**src/rtl/uart_frame_pkg.sv**
```systemverilog
// Shared types and constants for the UART frame decoder.
// Provides the FSM state enum, error codes and the default sync byte.
package uart_frame_pkg;

   typedef enum logic [2:0] {
      IDLE,
      LEN,
      PAYLOAD,
      CSUM,
      SEND
   } state_t;

   localparam logic [1:0] ERR_NONE    = 2'd0;
   localparam logic [1:0] ERR_LEN     = 2'd1;
   localparam logic [1:0] ERR_CSUM    = 2'd2;
   localparam logic [1:0] ERR_TIMEOUT = 2'd3;

   localparam logic [7:0] SYNC_DEFAULT = 8'hA5;

endpackage

```
**src/rtl/uart_frame_decoder_if.sv**
```systemverilog
// Payload byte stream with valid/ready handshake and last flag.
// master: valid/data/last out, ready in; slave: the reverse.
interface uart_frame_decoder_if;

   logic       valid;
   logic       ready;
   logic [7:0] data;
   logic       last;

   modport master (
      output valid,
      output data,
      output last,
      input  ready
   );

   modport slave (
      input  valid,
      input  data,
      input  last,
      output ready
   );

endinterface

```
**src/rtl/uart_frame_buf.sv**
```systemverilog
// Payload buffer: MAX_LEN x 8 register file.
// Ports: clk, wr_en/wr_idx/wr_data write port, rd_idx -> rd_data async read.
module uart_frame_buf #(
   parameter int MAX_LEN = 16,
   localparam int AW = (MAX_LEN > 1) ? $clog2(MAX_LEN) : 1
) (
   input  logic          clk,
   input  logic          wr_en,
   input  logic [AW-1:0] wr_idx,
   input  logic [7:0]    wr_data,
   input  logic [AW-1:0] rd_idx,
   output logic [7:0]    rd_data
);

   logic [7:0] mem [MAX_LEN];

   always_ff @(posedge clk) begin
      if (wr_en) mem[wr_idx] <= wr_data;
   end

   assign rd_data = mem[rd_idx];

endmodule

```
**src/rtl/uart_frame_decoder.sv**
```systemverilog
// Framed packet decoder: SYNC, LEN, PAYLOAD[LEN], CSUM (XOR of LEN+payload).
// Ports: clk, rst, rx_valid/rx_data in; out (stream master); frame_err, err_code, drop.
module uart_frame_decoder
   import uart_frame_pkg::*;
#(
   parameter int         MAX_LEN        = 16,
   parameter logic [7:0] SYNC_BYTE      = SYNC_DEFAULT,
   parameter int         TIMEOUT_CYCLES = 20000
) (
   input  logic                 clk,
   input  logic                 rst,
   input  logic                 rx_valid,
   input  logic [7:0]           rx_data,
   uart_frame_decoder_if.master out,
   output logic                 frame_err,
   output logic [1:0]           err_code,
   output logic                 drop
);

   localparam int IW = $clog2(MAX_LEN + 1);
   localparam int CW = $clog2(TIMEOUT_CYCLES + 1);
   localparam int AW = (MAX_LEN > 1) ? $clog2(MAX_LEN) : 1;
   localparam logic [7:0]    MAX8 = 8'(MAX_LEN);
   localparam logic [CW-1:0] TSAT = CW'(TIMEOUT_CYCLES);
   localparam logic [CW-1:0] TLIM = CW'(TIMEOUT_CYCLES - 1);

   state_t        state, state_nxt;
   logic [IW-1:0] len, wr_idx, rd_idx;
   logic [7:0]    csum, rd_data;
   logic [CW-1:0] idle_cnt;
   logic          in_frame, tmo, len_bad, wr_en;
   logic          fire, last, err_set;
   logic [1:0]    err_val;

   assign in_frame = (state == LEN) || (state == PAYLOAD) || (state == CSUM);
   // A byte on the limit cycle wins over the timeout
   assign tmo      = in_frame && !rx_valid && (idle_cnt == TLIM);
   assign len_bad  = (rx_data == 8'd0) || (rx_data > MAX8);
   assign last     = (rd_idx == len - 1'b1);
   assign fire     = (state == SEND) && out.ready;

   always_comb begin
      state_nxt = state;
      wr_en     = 1'b0;
      err_set   = 1'b0;
      err_val   = ERR_NONE;
      unique case (state)
         IDLE: begin
            if (rx_valid && rx_data == SYNC_BYTE) state_nxt = LEN;
         end
         LEN: begin
            if (rx_valid) begin
               if (len_bad) begin
                  err_set   = 1'b1;
                  err_val   = ERR_LEN;
                  state_nxt = IDLE;
               end else begin
                  state_nxt = PAYLOAD;
               end
            end else if (tmo) begin
               err_set   = 1'b1;
               err_val   = ERR_TIMEOUT;
               state_nxt = IDLE;
            end
         end
         PAYLOAD: begin
            if (rx_valid) begin
               wr_en = 1'b1;
               if (wr_idx == len - 1'b1) state_nxt = CSUM;
            end else if (tmo) begin
               err_set   = 1'b1;
               err_val   = ERR_TIMEOUT;
               state_nxt = IDLE;
            end
         end
         CSUM: begin
            if (rx_valid) begin
               if (rx_data == csum) begin
                  state_nxt = SEND;
               end else begin
                  err_set   = 1'b1;
                  err_val   = ERR_CSUM;
                  state_nxt = IDLE;
               end
            end else if (tmo) begin
               err_set   = 1'b1;
               err_val   = ERR_TIMEOUT;
               state_nxt = IDLE;
            end
         end
         SEND: begin
            if (fire && last) state_nxt = IDLE;
         end
         default: state_nxt = IDLE;
      endcase
   end

   always_ff @(posedge clk) begin
      if (rst) state <= IDLE;
      else     state <= state_nxt;
   end

   always_ff @(posedge clk) begin
      if (rst) begin
         frame_err <= 1'b0;
         err_code  <= ERR_NONE;
         drop      <= 1'b0;
         idle_cnt  <= '0;
         len       <= '0;
         wr_idx    <= '0;
         rd_idx    <= '0;
         csum      <= '0;
      end else begin
         frame_err <= err_set;
         if (err_set) err_code <= err_val;
         drop <= (state == SEND) && rx_valid;
         if (!in_frame || rx_valid || tmo) idle_cnt <= '0;
         else if (idle_cnt != TSAT) idle_cnt <= idle_cnt + 1'b1;
         if (state == LEN && rx_valid) begin
            len    <= rx_data[IW-1:0];
            csum   <= rx_data;
            wr_idx <= '0;
         end
         if (wr_en) begin
            csum   <= csum ^ rx_data;
            wr_idx <= wr_idx + 1'b1;
         end
         if (state == CSUM && rx_valid) rd_idx <= '0;
         if (fire) rd_idx <= rd_idx + 1'b1;
      end
   end

   uart_frame_buf #(.MAX_LEN(MAX_LEN)) u_buf (
      .clk     (clk),
      .wr_en   (wr_en),
      .wr_idx  (wr_idx[AW-1:0]),
      .wr_data (rx_data),
      .rd_idx  (rd_idx[AW-1:0]),
      .rd_data (rd_data)
   );

   // Outputs are forced to zero outside SEND so stale buffer data never leaks
   assign out.valid = (state == SEND);
   assign out.data  = (state == SEND) ? rd_data : 8'h00;
   assign out.last  = (state == SEND) && last;

endmodule

```
**src/flat_wrapper.sv**
```systemverilog
// flat-port wrapper written by rule: the top's interface ports become plain ports
module uart_frame_decoder_flat import uart_frame_pkg::*;
#(
   parameter int         MAX_LEN        = 16,
   parameter logic [7:0] SYNC_BYTE      = SYNC_DEFAULT,
   parameter int         TIMEOUT_CYCLES = 20000
)
  (clk, rst, rx_valid, rx_data, frame_err, err_code, drop, out_valid, out_data, out_last, out_ready);
  uart_frame_decoder_if out_i ();
  input  logic clk;
  input  logic rst;
  input  logic rx_valid;
  input  logic [7:0] rx_data;
  output logic frame_err;
  output logic [1:0] err_code;
  output logic drop;
  output wire logic [$bits(out_i.valid)-1:0] out_valid;
  output wire logic [$bits(out_i.data)-1:0] out_data;
  output wire logic [$bits(out_i.last)-1:0] out_last;
  input wire logic [$bits(out_i.ready)-1:0] out_ready;
  assign out_valid = out_i.valid;
  assign out_data = out_i.data;
  assign out_last = out_i.last;
  assign out_i.ready = out_ready;
  uart_frame_decoder #(.MAX_LEN(MAX_LEN), .SYNC_BYTE(SYNC_BYTE), .TIMEOUT_CYCLES(TIMEOUT_CYCLES)) u_core (.clk(clk), .rst(rst), .rx_valid(rx_valid), .rx_data(rx_data), .out(out_i), .frame_err(frame_err), .err_code(err_code), .drop(drop));
endmodule
```
**config.mk**
```make
export PLATFORM = sky130hd
export DESIGN_NAME = uart_frame_decoder_flat
export DESIGN_NICKNAME = d
export VERILOG_FILES = /design/src/rtl/uart_frame_pkg.sv /design/src/rtl/uart_frame_decoder_if.sv /design/src/rtl/uart_frame_buf.sv /design/src/rtl/uart_frame_decoder.sv /design/src/flat_wrapper.sv
export SDC_FILE = /design/constraint.sdc
export NUM_CORES = 1
export LEC_CHECK = 0
export CAP_MARGIN = 10
export CORE_ASPECT_RATIO = 1.4
export CORE_MARGIN = 10
export CORE_UTILIZATION = 55
export CTS_CLUSTER_SIZE = 12
export DETAILED_ROUTE_END_ITERATION = 8
export PLACE_DENSITY = 0.76
export SYNTH_ARGS = -nofsm -noshare
export SYNTH_HDL_FRONTEND = slang
export SYNTH_HIERARCHICAL = 1
export SYNTH_SLANG_ARGS = --single-unit
export TNS_END_PERCENT = 1
```
**constraint.sdc**
```tcl
create_clock -name clk -period 2.6 [get_ports clk]
set_clock_uncertainty 0.2 [all_clocks]
set_input_delay 0.26 -clock clk [delete_from_list [all_inputs] [get_ports clk]]
set_output_delay 0.26 -clock clk [all_outputs]
set_load 0.01 [all_outputs]
```
==> summary.md, run 1 <==
| Metric | Value |
|---|---|
| Status | finished with violations |
| Failing checks | setup timing |
| Syn_area_per_cell | 14.1 um2 |
| GRT Util Overall | 0.193 |
| Largest net degree at the start of global routing | 33 |
| Setup TNS | -0.154 ns |
| Max Cap Viol | 0 |
| DR WL/cell | 21.7 um |
| EDFF count, synth | 128 |
| Worst Max-Slew Pin Slew | 0.681 ns |
| Part of the Yosys area used for sequential elements | 0.642 |
| Detailed Place HPWL | 11,000 um |
| Largest area contributor in the netlist | edfxtp_1 |
| Fmax | 378 MHz |
| Area of the multi-input gates | 0.00252 mm2 |
| Buffers plus inverters on the worst setup path | 3 |
| Initial DRC Count | 425 |
| R2R Path End | u_core/u_buf/mem[1][1] |
| Setup crit end | out_data[7] |
| Sw Ratio | 0.196 |
| Clk root buf | clkbuf_16 |
| Initial core utilization | 0.557 |
| Top cell type's share of synthesized area | 0.520 |
| Most common library cells after synthesis | edfxtp_1 (128), nor2_1 (56), nand2_1 (46) |
| Worst setup margin | -0.0448 ns |
| H-tree Lvls | 4 |
| Cell Pwr Density | 641 mW/mm2 |
| CTS Buf Count | 17 |
| Grt ovf | 0 |
| Row count | 50 |
| Port Buffers | 25 |
| CP max stage cell | mux4_2 |
| VDD IR max | 474 uV |
| Clk Latency, worst-skew pair | 0.42 ns |
| Type of the worst setup path | reg -> out |
| Critical Path Source | u_core/rd_idx[0] |
| DR pass1 iterations | 7 |
| Main area contributors after synthesis | edfxtp_1 (52%), dfxtp_1 (12%), mux4_2 (5.5%) |
| Unrepaired setup endpoints after global routing | true |
| CP Capture Type | output port |
| Crit path cell chain | buf_12 -> buf_6 -> mux4_2 -> a22oi_2 -> nand2_1 -> and2_1 -> buf_2 |
| CP required | 2.14 ns |
| Clock Path Buffers | 2 |
| Final Instance Area | 0.00894 mm2 |
| Critical Path Fanout Max | 6 |
| Comb pwr share | 0.017 |
| Largest family of logic cells by synthesized area | simple AND/OR/NAND/NOR gates |
| Adder-Cell Fraction of Synth Area | 0.00846 |
| Pint | 4.60 mW |
| Reg2Reg Depth | 5 |
| Fraction of synthesized area in multiplexers | 0.107 |
| Drt via density | 5.90 |
| Hold Path Class | reg -> reg |
| Top Family by Delay on Critical Path | multiplexers |
| Final setup fails | 6 |
| Die Ht | 157 um |
| Clock sinks | 173 |
| XOR/XNOR Fraction of Synth Area | 0.0355 |
| Critical path data arrival time | 2.18 ns |
| Routed Antenna Nets | 0 |
| Most frequent cell after synthesis | edfxtp_1 |
| NetSw | 1.13 mW |
| FF-to-FF Start | u_core/state[1] |
| Worst setup SP type | flop |
| Post-synthesis compound-gate area fraction | 0.0633 |
| Reg clk slew, reported paths | 0.06 ns |
| #FFs+latches synth | 173 |
| Min Tclk post-route | 2.64 ns |
| Fin. Hold Viols | 0 |
| Async set or reset register ratio after synthesis | 0 |
| Slew headroom | 0.540 |
| Die width | 118 um |
| Mapped Cells | 525 |
| N_diodes | 0 |
| Initial antenna violation count | 0 |
| Layout area overhead | 20.9% |
| First-pass GRT wire length | 27,600 um |
| Post-DP Area | 0.00809 mm2 |
| Vias in the first global route | 5,021 |
| Final WL | 17,400 um |
| Share of cells above drive strength 1 | 0.249 |
| Reg area | 0.00475 mm2 |
| Tcrit/Tclk final | 1.02 |
| Yosys warns | 6 |
| Sequential power share | 0.516 |
| Post-synthesis cell type count | 48 |
| I/O Pins | 26 |
| Largest stage delay, worst path | 0.50 ns |
| Lkg Pwr | 2.95 nW |
| Syn_nets | 542 |
| Clock network power share | 0.467 |
| Fill count | 954 |
| DRC Markers | 0 |
| Predominant post-synthesis flop cell | edfxtp_1 |
| Max-slew violation count | 0 |
| FF-to-FF setup slack | 0.48 ns |
| GPL Wtd Cong | 0.848 |
| CTS tree | built |
| Vias post-DR | 4,721 |
| Post-synthesis simple-gate area fraction | 0.119 |
| CP Depth | 7 |
| Die footprint | 0.0185 mm2 |
| Core area | 0.0133 mm2 |
| Nets@finish | 622 |
| Mapped cell area | 0.00739 mm2 |
| Placement Setup Slack | 0.0556 ns |
-- sequential cells by signal, summed over array words and instances (netlist names), 2 cells and up --
register,flops
u_core/wr_idx,5
u_core/len,5
u_core/idle_cnt,15
u_core/rd_idx,5
u_core/csum,8
u_core/err_code,2
u_core/u_buf/mem,128
u_core/state,3
-- how the worst min path moves through the flow --
| stage | from | to | cells past startpoint |
|---|---|---|---|
| finish | u_core/err_code[0] | u_core/err_code[0] | 2 |
| global placement | u_core/err_code[0] | u_core/err_code[0] | 2 |
| CTS | u_core/err_code[0] | u_core/err_code[0] | 2 |
| global route | u_core/err_code[0] | u_core/err_code[0] | 2 |
| detailed placement | u_core/err_code[0] | u_core/err_code[0] | 2 |
| floorplan | rx_data[0] | u_core/u_buf/mem[0][0] | 0 |
-- logic make-up after synthesis --
| kind of cell | after synthesis |
|---|---|
| AOI/OAI and AO/OA | 71 |
| xor gates and xnor gates | 30 |
| adders and majority gates | 5 |
| buffers and inverters | 30 |
| DFF | 173 |
| muxes | 34 |
| and+or+nand+nor | 182 |
-- what timing repair did --
item,CTS,global route
cloned,2,0
pin swaps,18,14
endpoints found under the setup margin,9,9
hold buffers,0,0
resized for setup,73,15
setup buffers,14,1
-- worst register-to-register path: cells and delay by family, from the launching register on --
kind,cells,cell delay [ns]
and+or+nand+nor,3,0.84
DFF,1,0.45
buffers and inverters,2,0.32
-- metal layers --
layer,GRT usage,up-vias,wire [um]
li1,-,2154,-
met1,0.218,2359,6680
met2,0.352,181,9400
met3,0.0384,27,907
met4,0.0785,0,386
met5,0,-,0
-- per-stage QoR --
step                power, mW  std cells  hold slack [ns]   util
floorplan                3.04        525            0.159      -
global route             5.88        800            0.287  0.674
finish                   5.73        800            0.260  0.674
global placement         3.11        754            0.244  0.610
CTS                      5.75        802            0.262  0.672
detailed placement       3.12        754            0.250  0.610
-- power groups by stage --
stage                     Clock [mW]  Combinational [mW]  Sequential, mW
after floorplan                    0              0.0167            3.02
after global placement             0              0.0941            3.02
after detailed placement           0              0.0979            3.02
after CTS                       2.70              0.0983            2.96
after global routing            2.82               0.107            2.95
final                           2.67              0.0998            2.96
-- final cells by class --
class,instances,area share
sequential,173,0.532
multi-input combinational,322,0.282
timing repair buffer,82,0.0877
clock buffer,18,0.0480
tap,182,0.0255
clock inverter,14,0.0213
inverter,9,0.00378
-- layout by cell type (no fill, tap or decap), types with 3 or more instances in the layout --
cell type / n
nor2_1: 56
ha_1: 5
o21ai_0: 6
nor3_1: 9
clkdlybuf4s50_1: 16
xnor2_1: 18
inv_6: 4
a211oi_1: 4
dfxtp_1: 43
a21oi_1: 28
nand3_1: 15
nand2_1: 46
nand2b_1: 7
xor2_1: 10
and2_1: 9
or3_1: 3
mux4_2: 32
nand4_1: 5
inv_1: 9
edfxtp_1: 128
buf_6: 8
bufinv_16: 4
buf_4: 41
a22oi_2: 16
buf_12: 5
nand3b_1: 8
nor4_1: 5
and3_1: 6
clkbuf_16: 17
a32oi_1: 5
buf_2: 8
Note: power is estimated with default switching activity, not from simulation.
==> inputs of run 2 (changes only) <==
--- a/config.mk
+++ b/config.mk
@@ -5,13 +5,12 @@
 export SDC_FILE = /design/constraint.sdc
 export NUM_CORES = 1
 export LEC_CHECK = 0
-export CAP_MARGIN = 10
+export CAP_MARGIN = 25
 export CORE_ASPECT_RATIO = 1.4
 export CORE_MARGIN = 10
-export CORE_UTILIZATION = 55
+export CORE_UTILIZATION = 43
 export CTS_CLUSTER_SIZE = 12
 export DETAILED_ROUTE_END_ITERATION = 8
-export PLACE_DENSITY = 0.76
 export SYNTH_ARGS = -nofsm -noshare
 export SYNTH_HDL_FRONTEND = slang
 export SYNTH_HIERARCHICAL = 1
==> constraint.sdc (replaced) <==
create_clock -name clk -period 2.4 [get_ports clk]
set_clock_uncertainty 0.2 [all_clocks]
set_input_delay 0.24 -clock clk [delete_from_list [all_inputs] [get_ports clk]]
set_output_delay 0.24 -clock clk [all_outputs]
set_load 0.01 [all_outputs]
==> run 2 against run 1 <==
Effect of this change: the run still ends with setup timing left; hold slack improved by 0.021 ns; utilization shrank 14 points; via count decreased by 1.4%; wire length down 1.0%; largest cell class unchanged.
==> summary.md, run 2 (same netlist as run 1, synthesis figures left out) <==
| Metric | Value |
|---|---|
| Status | finished with violations |
| Failing checks | setup timing |
| GPL Wtd Cong | 0.844 (-0.44%) |
| Layout area overhead | 21.1% |
| Critical path data arrival time | 2.14 ns (-0.04 ns) |
| Setup TNS | -1.38 ns (-1.22 ns) |
| Unrepaired setup endpoints after global routing | true |
| Initial DRC Count | 319 (-25%) |
| GRT Util Overall | 0.156 (-0.0376) |
| Cell Pwr Density | 686 mW/mm2 (+7.0%) |
| Reg clk slew, reported paths | 0.06 ns (about the same) |
| Max FFs per register | 128 (unchanged) |
| Drt via density | 5.62 (-4.8%) |
| Total power | 6.14 mW (+7.2%) |
| Clock Path Buffers | 2 (unchanged) |
| Critical Path Fanout Max | 4 (-2) |
| Initial antenna violation count | 0 (unchanged) |
| M3 GR Usage | 0.0388 (+0.000411) |
| # placed instances | 792 (+5.0%) |
| Final Instance Area | 0.00895 mm2 (+0.18%) |
| Clk root buf | clkbuf_16 |
| Port Buffers | 25 (unchanged) |
| Top reg by flops | u_core/u_buf/mem |
| Die width | 131 um (+11%) |
| H-tree Lvls | 4 (unchanged) |
| Placement Setup Slack | -0.172 ns (-0.228 ns) |
| Reg area | 0.00475 mm2 (about the same) |
| DR WL/cell | 20.7 um (-4.5%) |
| Initial core utilization | 0.440 (-0.118) |
| Clk Latency, worst-skew pair | 0.43 ns (about the same) |
| Die Ht | 175 um (+11%) |
| CP Capture Type | output port |
| Grt ovf | 0 (unchanged) |
| Tcrit/Tclk final | 1.07 |
| Nets@finish | 630 (+1.3%) |
| Worst setup margin | -0.176 ns (-0.131 ns) |
| First-pass GRT wire length | 26,800 um (-2.7%) |
| Worst Max-Slew Pin Slew | 0.525 ns (-0.156 ns) |
| CP required | 1.96 ns (-0.18 ns) |
| CTS Buf Count | 17 (unchanged) |
| Core area | 0.0168 mm2 (+27%) |
| Detailed Place HPWL | 12,000 um (+8.7%) |
| DR pass1 iterations | 5 (-2) |
| DRC Markers | 0 (unchanged) |
| I/O Pins | 26 (unchanged) |
| Area of the multi-input gates | 0.00251 mm2 (-0.55%) |
| Met2 track demand over resource | 0.267 (-0.0856) |
| Max-slew violation count | 0 (unchanged) |
| Share of cells above drive strength 1 | 0.254 (+0.00480) |
| Largest net degree at the start of global routing | 33 (unchanged) |
| Fill count | 1,420 (+49%) |
| Most common cell after layout, fill and taps aside | edfxtp_1 |
| Largest regs | u_core/u_buf/mem x128, u_core/idle_cnt x15, u_core/csum x8 |
| Worst setup SP type | flop |
| Vias in the first global route | 4,834 (-3.7%) |
| Lkg Pwr | 2.95 nW (about the same) |
| Final setup fails | 10 (+4) |
| Most used routing layer | met2 |
| Clock sinks | 173 (unchanged) |
| Post-Layout Cell Count | 829 (+3.6%) |
| Final WL | 17,200 um (-1.0%) |
| CTS Hold Buffers Added | 0 (unchanged) |
| Row count | 56 (+12%) |
| Met1 usage | 0.181 (-0.0363) |
| N_diodes | 0 (unchanged) |
| CTS tree | built |
| Hold Path Class | reg -> reg |
| Routed Antenna Nets | 0 (unchanged) |
| Fmax | 388 MHz |
| VDD IR max | 409 uV (-14%) |
| Die footprint | 0.0229 mm2 (+24%) |
| Max Cap Viol | 0 (unchanged) |
| Vias post-DR | 4,657 (-1.4%) |
| Fin. Hold Viols | 0 (unchanged) |
| Final core area utilization | 0.532 (-0.141) |
| Slew headroom | 0.649 (+0.109) |
| Commonest cells after routing, fill and taps aside | edfxtp_1 (128), buf_4 (56), nor2_1 (55), nand2_1 (46), dfxtp_1 (42) |
| Type of the worst setup path | reg -> out |
| Min Tclk post-route | 2.58 ns |
| Hold WS | 0.281 ns (+0.0214 ns) |
| Post-DP Area | 0.00823 mm2 (+1.7%) |
run 2: changes by cell type in the layout (fill, tap and decap cells not counted), sizes merged:
cell	change
buf	+7
bufinv	-1
clkbuf	-1
clkdlybuf4s15	+1
clkinv	-3
clkinvlp	+3
inv	+2
run 2: area by class of cell:
| cell class | instances | area share |
|---|---|---|
| sequential | 173 | 0.531 |
| multi-input combinational | 322 | 0.280 |
| timing repair buffer | 90 | 0.0892 |
| clock buffer | 17 | 0.0475 |
| tap | 203 | 0.0284 |
| clock inverter | 15 | 0.0203 |
| inverter | 9 | 0.00377 |
run 2: power by group:
group	internal, mW	leakage (nW)	total (mW)	switching (mW)
registers	3.20	1.51	3.20	0.000114
clock network	1.65	0.287	2.82	1.17
logic	0.0425	1.15	0.117	0.0741
total	4.89	2.95	6.14	1.25
run 2: per-layer routing:
metal / part of all wire / wire, um / vias up
met1: 0.40 / 6950 / 2337
met2: 0.53 / 9060 / 125
li1: - / - / 2173
met5: 0 / 0 / -
met3: 0.047 / 809 / 22
met4: 0.022 / 377 / 0
run 2: worst max-delay path: stages, from the launching register on:
cell and delay [ns]:
dfxtp_4 0.38, buf_6 0.13, buf_8 0.12, mux4_2 0.54, a22oi_2 0.20, nand2_1 0.07
and2_1 0.13, buf_2 0.13
run 2: repair_timing:
action	CTS	global route
resized for setup	69	10
setup buffers	5	0
pin swaps	17	5
gates cloned	1	0
setup endpoints to repair	10	10
run 2: final timing paths:
kind	depth (start not counted)	slack, ns	to	start
min reg2reg	2	0.28	u_core/len[1]	u_core/len[1]
max	7	-0.18	out_data[6]	u_core/rd_idx[0]
max reg2reg	6	0.32	u_core/u_buf/mem[8][7]	u_core/state[1]
min	2	0.28	u_core/len[1]	u_core/len[1]
==> inputs of run 3 (changes only) <==
==> constraint.sdc (replaced) <==
create_clock -name clk -period 2.4 [get_ports clk]
set_clock_uncertainty 0.2 [all_clocks]
set_input_delay 0.36 -clock clk [delete_from_list [all_inputs] [get_ports clk]]
set_output_delay 0.36 -clock clk [all_outputs]
set_load 0.01 [all_outputs]
==> run 3 against run 2 <==
Effect of this change: the flow still finishes with violations (setup timing); utilization up 0.20 points; wire length shrank 0.16%; setup slack worse by 0.12 ns; hold slack worse by 0.011 ns; clock power fell by 8.9%.
==> summary.md, run 3 (same netlist as run 1, synthesis figures left out) <==
| Metric | Value |
|---|---|
| Min Tclk post-route | 2.70 ns (+0.125 ns) |
| Detailed Place HPWL | 12,000 um (-0.22%) |
| Hold Crit Depth | 2 (unchanged) |
| Die footprint | 0.0229 mm2 (unchanged) |
| Die Ht | 175 um (unchanged) |
| Port Buffers | 25 (unchanged) |
| Critical path's most frequent cell | buf_6 |
| Final core area utilization | 0.534 (+0.00201) |
| Largest net degree at the start of global routing | 31 (-6.1%) |
| Critical path data arrival time | 2.14 ns (about the same) |
| GRT Util Overall | 0.156 (+0.000192) |
| Top reg by flops | u_core/u_buf/mem |
| Row count | 56 (unchanged) |
| Final WL | 17,200 um (-0.16%) |
| DR WL/cell | 20.4 um (-1.8%) |
| Worst setup SP type | flop |
| Lkg Pwr | 3.01 nW (+2.1%) |
| CP required | 1.84 ns (-0.12 ns) |
| Clk Latency, worst-skew pair | 0.42 ns (about the same) |
| Reg2Reg Depth | 7 (+1) |
| VDD IR max | 550 uV (+34%) |
| Die width | 131 um (unchanged) |
| Reg clk slew, reported paths | 0.07 ns (about the same) |
| Type of the worst setup path | reg -> out |
| Max-slew violation count | 0 (unchanged) |
| Slew headroom | 0.667 (+0.0179) |
| Hold WS | 0.270 ns (-0.0113 ns) |
| Worst setup margin | -0.301 ns (-0.125 ns) |
| Hold Path Class | reg -> reg |
| Commonest cells after routing, fill and taps aside | edfxtp_1 (128), buf_4 (71), nor2_1 (55), nand2_1 (46), dfxtp_1 (43) |
| DRC Markers | 0 (unchanged) |
| H-tree Lvls | 4 (unchanged) |
| Status | finished with violations |
| Routed Antenna Nets | 0 (unchanged) |
| Vias post-DR | 4,724 (+1.4%) |
| I/O Pins | 26 (unchanged) |
| Max FFs per register | 128 (unchanged) |
| CTS Hold Buffers Added | 0 (unchanged) |
| Clk root buf | clkbuf_16 |
| Layout area overhead | 21.5% |
| Setup TNS | -2.35 ns (-0.972 ns) |
| Fin. Hold Viols | 0 (unchanged) |
| CTS tree | built |
| Nets@finish | 644 (+2.2%) |
| Unrepaired setup endpoints after global routing | true |
| Critical Path Fanout Max | 5 (+1) |
| Grt ovf | 0 (unchanged) |
| Failing checks | setup timing |
| Vias in the first global route | 4,801 (-0.68%) |
| Crit path cell chain | buf_6 -> buf_12 -> mux4_2 -> a22oi_2 -> nand2_1 -> and2_4 -> buf_6 |
| Worst Max-Slew Pin Slew | 0.499 ns (-0.0262 ns) |
| N_diodes | 0 (unchanged) |
| First-pass GRT wire length | 26,800 um (unchanged) |
| Total power | 5.89 mW (-4.1%) |
| Tcrit/Tclk final | 1.13 (+0.0520) |
| Largest stage delay, worst path | 0.54 ns (about the same) |
| Core area | 0.0168 mm2 (unchanged) |
| Clock Path Buffers | 2 (unchanged) |
| CTS Buf Count | 17 (unchanged) |
| Initial core utilization | 0.440 (unchanged) |
| CP Capture Type | output port |
| Placement Setup Slack | -0.259 ns (-0.0870 ns) |
| CP max stage cell | mux4_2 |
| Fmax | 370 MHz (-4.6%) |
| Final setup fails | 10 (unchanged) |
| Drt via density | 5.60 (-0.25%) |
| Share of cells above drive strength 1 | 0.270 (+0.0163) |
| Cell Pwr Density | 655 mW/mm2 (-4.5%) |
| DR pass1 iterations | 5 (unchanged) |
| Initial antenna violation count | 0 (unchanged) |
| Clock sinks | 173 (unchanged) |
| Largest regs | u_core/u_buf/mem x128, u_core/idle_cnt x15, u_core/csum x8 |
| Most common cell after layout, fill and taps aside | edfxtp_1 |
| Initial DRC Count | 347 (+8.8%) |
| Max Cap Viol | 0 (unchanged) |
| GPL Wtd Cong | 0.848 (+0.46%) |
## run 3: cell types whose count changed in the layout (fill, tap and decap cells not counted), sizes merged
cell,delta
buf,+15
bufinv,-3
clkdlybuf4s15,-1
clkinv,+3
clkinvlp,+1
inv,-1
## run 3: final cells by class
type,instances,area [um2]
Inverter,9,33.8
Timing Repair Buffer,104,876
Sequential cell,173,4750
Clock inverter,15,136
Fill cell,1410,7830
Multi-Input combinational cell,322,2510
Tap cell,203,254
Clock buffer,17,425
## run 3: worst max-delay path, delay by kind of cell, from the launching register on
kind	cells	cell delay (ns)
buffers and inverters	3	0.37
and+or+nand+nor	2	0.21
DFF	1	0.39
muxes	1	0.54
AOI/OAI and AO/OA	1	0.22
## run 3: per-stage QoR
| step | instances | area, um2 |
|---|---|---|
| floorplan | 525 | 7400 |
| global placement | 796 | 8280 |
| detailed placement | 796 | 8280 |
| CTS | 846 | 9030 |
| global route | 843 | 8990 |
| finish | 843 | 8990 |
## run 3: power by group
part / switching (mW) / internal [mW]
Combinational: 0.0737 / 0.0429
Sequential: 0.000105 / 3.20
Clock: 1.21 / 1.36
Total: 1.28 / 4.61
## run 3: path summary, 6_finish.rpt
| check | to | startpoint | slack (ns) |
|---|---|---|---|
| hold reg to reg | u_core/err_code[0] | u_core/err_code[0] | 0.27 |
| hold / removal | u_core/err_code[0] | u_core/err_code[0] | 0.27 |
| setup reg to reg | u_core/u_buf/mem[8][2] | u_core/state[2] | 0.33 |
| setup / recovery | out_data[7] | u_core/rd_idx[0] | -0.30 |
## run 3: what timing repair did
item                       CTS  global route
setup buffers               16             0
gates resized for setup     62            12
gates cloned                 2             0
setup endpoints to repair   10            10
pin swaps                   14             5
## run 3: routing by layer
layer  vias up  GRT usage  wire, um
li1       2201          -         -
met1      2351      0.180      6740
met2       144      0.268      9160
met3        28     0.0388       801
met4         0     0.0618       463
met5         -          0         0
